`config.mk`:
```
export PLATFORM = sky130hd
export DESIGN_NAME = fetch_predict
export DESIGN_NICKNAME = d
export VERILOG_FILES = /design/src/rtl/fetch_predict.sv
export SDC_FILE = /design/constraint.sdc
export NUM_CORES = 1
export LEC_CHECK = 0
export BUFFER_PORTS_ARGS = -buffer_cell sky130_fd_sc_hd__buf_2
export CORE_MARGIN = 2
export CORE_UTILIZATION = 53
export CTS_CLUSTER_DIAMETER = 200
export DETAILED_ROUTE_END_ITERATION = 10
export PLACE_DENSITY = 0.81
export REMOVE_ABC_BUFFERS = 1
export SYNTH_ARGS = -nofsm -noshare
export SYNTH_HDL_FRONTEND = slang
export SYNTH_SLANG_ARGS = --single-unit
```
`constraint.sdc`:
```
create_clock -name clk -period 4.7 [get_ports clk]
set_input_delay 0.705 -clock clk [delete_from_list [all_inputs] [get_ports clk]]
set_output_delay 0.705 -clock clk [all_outputs]
set_load 0.03 [all_outputs]
```
`src/rtl/fetch_predict.sv`:
```
// fetch_predict: RV32I fetch stage with PC, 2-bit BHT prediction and IF/ID register.
// Redirects that arrive while memory is stalled are parked in pend_pc so the fetch address stays stable.
module fetch_predict #(
  parameter logic [31:0] RESET_PC = 32'h0000_0000,
  parameter int BHT_IDX = 4
) (
  input  logic        clk,
  input  logic        rst_n,
  output logic        o_imem_req,
  output logic [31:0] o_imem_addr,
  input  logic        i_imem_stall,
  input  logic [31:0] i_imem_rdata,
  output logic [31:0] o_ins,
  input  logic        i_br,
  input  logic [31:0] i_imm,
  input  logic        i_id_stall,
  input  logic        i_redirect,
  input  logic [31:0] i_redirect_pc,
  input  logic        i_ex_upd,
  input  logic [31:0] i_ex_pc,
  input  logic        i_ex_taken,
  output logic        o_id_valid,
  output logic [31:0] o_id_ins,
  output logic [31:0] o_id_pc,
  output logic        o_id_pred_taken
);
  logic [31:0] pc, pend_pc, npc;
  logic pend, pred;
  logic [1:0] bht [2**BHT_IDX];
  logic [1:0] ctr, uctr;
  logic [BHT_IDX-1:0] ridx, uidx;
  always_comb begin
    ridx = pc[BHT_IDX+1:2];
    uidx = i_ex_pc[BHT_IDX+1:2];
    ctr  = bht[ridx];
    uctr = bht[uidx];
    pred = i_br && ctr[1];
    npc  = pc + (pred ? i_imm : 32'd4);
  end
  assign o_imem_addr = pc;
  assign o_ins = i_imem_rdata;
  always_ff @(posedge clk or negedge rst_n) begin
    if (!rst_n) begin
      pc <= RESET_PC;
      pend <= 1'b0;
      pend_pc <= 32'd0;
      o_imem_req <= 1'b0;
      o_id_valid <= 1'b0;
      o_id_ins <= 32'd0;
      o_id_pc <= 32'd0;
      o_id_pred_taken <= 1'b0;
      for (int i = 0; i < 2**BHT_IDX; i++) bht[i] <= 2'b01;
    end else begin
      o_imem_req <= 1'b1;
      if (i_ex_upd)
        bht[uidx] <= i_ex_taken ? (uctr == 2'b11 ? uctr : uctr + 2'd1)
                                : (uctr == 2'b00 ? uctr : uctr - 2'd1);
      if (i_redirect) begin
        o_id_valid <= 1'b0;
        if (i_imem_stall) begin
          pend_pc <= i_redirect_pc;
          pend <= 1'b1;
        end else begin
          pc <= i_redirect_pc;
          pend <= 1'b0;
        end
      end else if (pend) begin
        // the word returned alongside the parked redirect belongs to the old path
        if (!i_imem_stall) begin
          pc <= pend_pc;
          pend <= 1'b0;
          o_id_valid <= 1'b0;
        end
      end else if (!i_id_stall) begin
        if (i_imem_stall) o_id_valid <= 1'b0;
        else if (o_imem_req) begin
          pc <= npc;
          o_id_ins <= i_imem_rdata;
          o_id_pc <= pc;
          o_id_pred_taken <= pred;
          o_id_valid <= 1'b1;
        end
      end
    end
  end
endmodule

```
### After elaboration in Yosys (flattened, before gate mapping)

Index checks and enable logic that the tools add are counted.

* eq/ne operators: 6
* mux-type cells: 29
* $lt $le $gt $ge: 3
* bitwise logic cells: 6
* add/sub/neg operators: 3
* reductions and logical operators: 9

Operators with widths (number)
* $mux 32: 8
* $add 32x32->32: 1
* $bwmux 32: 1
* $bmux 2 s4: 2
* $mux 2: 8
* $ge 5x5->1 const B: 2
* $not 4->5: 2
* $reduce_and 5->1: 2
* $mux 1: 9
* $demux 2 s4: 1
* $lt 5x1->1 const B: 1
* $ne 2x2->1 const B: 2
* $not 1->1: 4
* $reduce_bool 4->1: 1
* $ne 3x1->1 const B: 1
* $ne 3x3->1 const B: 1
* $reduce_and 3->1: 1
* $reduce_bool 3->1: 1
* $add 2x1->2 const B: 1
* $eq 2x2->1 const B: 1
* $logic_and 1x1->1: 2
* $logic_not 2->1: 1
* $ne 2x1->1 const B: 1
* $reduce_and 2->1: 1
* $sub 2x1->2 const B: 1

* register bits: 164
* output and inout port bits: 131

### Depth between registers and ports, before layout

* word-level depth: 12
* depth in mapped cells: 18

### Worst setup path after synthesis

Ideal clock, no wire load.

* path kind: flip-flop to flip-flop
* start: register pc[4] (netlist: o_imem_addr[4])
* end: register pc[29] (netlist: o_imem_addr[29])
* cell stages (with the launch flop): 18
* slack: 0.271 ns
* data required time: 4.606 ns
* path buffers: 3
* period minus slack after synthesis: 4.429 ns
* arrival: 4.335 ns
* library setup time: 0.094 ns
* cells stage by stage: dfrtp_1 > clkbuf_1 > mux4_2 > mux2_2 > o211a_1 > clkbuf_1 > and2_1 > ha_1 > buf_2 > a21oi_1 > o21ai_0 > a221o_1 > a21o_1 > a311oi_2 > o41a_1 > o21bai_1 > mux2i_1 > a211oi_1

* longest elaborated chain between the ends: 12

RTL lines
* start: declaration: line 27 `logic [31:0] pc, pend_pc, npc;`
* start signal: assignment: line 64 `pc <= i_redirect_pc;`
* start signal: assignment: line 70 `pc <= pend_pc;`
* start signal: assignment: line 77 `pc <= npc;`
* $not 4->5 (implied by the code): line 35 `ctr = bht[ridx];`
* $bmux 2 s4: line 35
* $mux 2 (implied by the code) (2 in series): line 35
* $logic_and 1x1->1: line 37 `pred = i_br && ctr[1];`
* $mux 32: line 38 `npc = pc + (pred ? i_imm : 32'd4);`
* $add 32x32->32 (*): line 38
* $mux 32 (*): line 76 `else if (o_imem_req) begin`
* $mux 32 (*): line 75 `if (i_imem_stall) o_id_valid <= 1'b0;`
* $mux 32 (*): line 74 `end else if (!i_id_stall) begin`
* $mux 32 (*): line 67 `end else if (pend) begin`
* $mux 32 (*): line 58 `if (i_redirect) begin`

Every way passes the cells marked *; elsewhere a longest branch is shown, timed or not. The select of a mux whose other input is x is not followed.
A chain may end at the register's enable or synchronous reset.

### Worst setup path after layout

Same ends and word-level chain as after synthesis.

==> impl_metrics.toml <==
[floorplan]
io_pins = 267
dieArea_um2 = 18300
initial_utilization_pct = 53.6
die_x_um = 135
fp.dieH_um = 135
fp-row-count = 48
coreArea_um2 = 17100

[setup_path]
r2r_cells = 14
worstSetupStartpointType = "register"
critPathArrivalTime_ns = 4.75
endpoint_kind = "register"
path_class = "register to register"
slowest_delay_ns = 0.52
crit_chain = "mux4_2 -> mux2_2 -> o211a_1 -> and2_1 -> ha_1 -> a21oi_1 -> o21ai_0 -> a221o_1 -> a21o_1 -> a311oi_2 -> o41a_1 -> o21bai_1 -> mux2i_1 -> a211oi_1"
cp_slowest_cell = "mux4_2"
required_ns = 5.03
critPathMaxFanout = 16

[grt]
grt.met2_usage_pct = 41.1
use_met3_pct = 5.24
grt_util_met1_pct = 36.3
busiest_layer = "met2"
grt_max_degree = 94
antenna_found_initial = 3
grt_overflow = 0
grt_use_total_pct = 26.2
grt_pass1_vias = 7286
grt_pass1_wl_mm = 37.6

[final_layout]
final_layout_size_suffix_gt1_share_pct = 33.2
instances_no_fill = 1382
fin_util_pct = 63.7
areaGrowthSynthToFinish_pct = 18.8
final_nets = 1311
final.fill_count = 1377

[place]
gp_congestion = 0.950
dp_hpwl_mm = 17.1
dp_cells = 1349
io_buffers = 238

[detailed_routing]
wl_per_cell_um = 17.4
antenna_left = 0
drc = 0
drt-total-wl_mm = 24.1
num_vias = 7832
vias_per_cell = 5.67
drt_iter0_drc = 624
dr.pass1.iters = 5

[clock_network]
htreeDepth = 4
numClockSinks = 164
path_clk_slew_ns = 0.06
clock_latency_ns = 0.43
cts_hold_buf = 0
root_buffer = "clkbuf_16"
cts_made_buffers = 17
cts_tree = "done"
cts.path.max_buffers = 2

[pwr]
power.density_nw_per_um2 = 475
ir_worst_vdd_mv = 0.285
p_leak_nw = 5.52

[sta]
tightest_slew_ns = 0.931
fin_crit_ns = 4.42
finalCritPeriodShare_pct = 94.0
fmax_ghz = 0.226
maxSlewHeadroom_pct = 37.9
drv_slew = 0
finClkSkew_ns = 0.00887
finalSetupTns_ns = 0
hold_viol_final = 0
setup_viol = 0

[synthesis]
ys.flop_type = "dfrtp_1"
syn_area_per_cell_um2 = 9.53
ys_warn_count = 0
synth.most_common_cell = "nand2_1"
yosys-top-cells-count = "nand2_1 (254), dfrtp_1 (148), mux2_2 (65)"
synth.largest_area_cell = "dfrtp_1"
synth_top_area_share_pct = 40.5
netlist_instances = 960
netlist_area_um2 = 9150
ys_types = 57
synth.area.top_cells = "dfrtp_1 (40%), nand2_1 (10%), mux2_2 (8.0%)"
synth-seq-cells = 164
seq_area_frac_synth_pct = 45.1
synth_edf_count = 0
async_flop_share_pct = 100

[job]
maxCapViolCount = 0

[status]
status = "completed"

[worst_hold_path]
hold_class = "input port to async pin"
==> through the flow <==
stage | cell area [um2] | power [mW] | worst slack, ns | hold WS, ns
4_1_cts | 10900 | 5.18 | 0.185 | 0.394
3_3_place_gp | 10300 | 3.74 | 0.240 | 0.452
3_5_place_dp | 10300 | 3.80 | 0.214 | 0.456
5_1_grt | 10900 | 5.44 | -0.00328 | 0.428
6_report | 10900 | 5.17 | 0.282 | 0.362
2_1_floorplan | 8680 | 3.19 | -1.10 | 0.409
==> power by group <==
group          leakage, nW  total [mW]  switching (mW)  internal, mW
logic                 3.24        1.79            1.12         0.677
clock network        0.281        1.37           0.572         0.797
registers             2.00        2.00           0.231          1.77
total                 5.52        5.17            1.92          3.24
==> cells in the final DEF, fill, tap and decap left out, drive strengths merged, types with 3 or more instances in the layout <==
master / count
nand2: 254
buf: 251
dfrtp: 148
mux2: 65
nor2: 46
o21ai: 44
a21oi: 41
and2: 31
ha: 31
a21o: 20
clkbuf: 20
dfstp: 16
mux4: 14
xnor2: 14
a221oi: 12
xor2: 11
o22ai: 11
nand3: 10
o211ai: 10
nand2b: 9
inv: 8
a31oi: 7
mux2i: 6
nor3: 6
clkinv: 6
and3: 5
nand4: 5
nand3b: 5
o31ai: 5
or3: 5
a211oi: 4
a221o: 4
nor2b: 3
==> kinds of logic (layout without fill, tap and decap cells) <==
group	Yosys count	count (layout)	synth area share, %
xor+xnor	25	25	2.39
fa+ha+maj	34	34	4.71
flops	164	164	45.1
mux	85	85	12.1
other cells	1	2	0.0410
simple gates	382	382	17.8
buf+inv	93	289	5.36
compound gates	176	176	12.5
==> final timing paths <==
kind	end	slack [ns]	from
max in group asynchronous	pend_pc[1]	3.32	rst_n
setup / recovery	o_imem_addr[29]	0.28	o_imem_addr[4]
hold / removal	o_id_pc[0]	0.36	rst_n
setup reg to reg	o_imem_addr[29]	0.28	o_imem_addr[4]
hold reg to reg	o_id_pc[19]	0.47	o_id_pc[19]
min in group clk	o_id_pc[19]	0.47	o_id_pc[19]
==> worst max-delay path: cells and delay by family (launching register included) <==
family          cells  cell delay (ns)
mux                 3             0.93
compound gates      9             2.34
simple gates        1             0.25
flops               1             0.48
fa+ha+maj           1             0.32
==> area by class of cell <==
| type | instances | area, um2 | area share (%) |
|---|---|---|---|
| diodes | 1 | 2.50 | 0.0230 |
| well taps | 225 | 282 | 2.59 |
| repair buffers | 251 | 1310 | 12.0 |
| flip-flops and latches | 164 | 4130 | 38.0 |
| inverters | 6 | 22.5 | 0.207 |
| clock inverters | 12 | 130 | 1.20 |
| multi-input cells | 703 | 4550 | 41.9 |
| clock buffers | 20 | 447 | 4.11 |
==> registers in the layout (all words and copies together) (netlist names) <==
signal,flops
bht,32
o_imem_req,1
o_id_pc,32
o_id_valid,1
pend,1
pend_pc,32
o_imem_addr,32
o_id_pred_taken,1
o_id_ins,32
==> routing by layer <==
layer / wire length (um) / vias up / part of all wire (%)
met5: 24 / - / 0.10
met4: 631 / 4 / 2.6
met3: 1810 / 54 / 7.5
met2: 11200 / 358 / 47
met1: 10400 / 3742 / 43
li1: - / 3674 / -
==> repair_timing <==
item                       CTS  global route
setup endpoints to repair    0             3
resized for setup            0             2
setup buffers                0             0
Note: power is estimated with default switching activity, not from simulation.
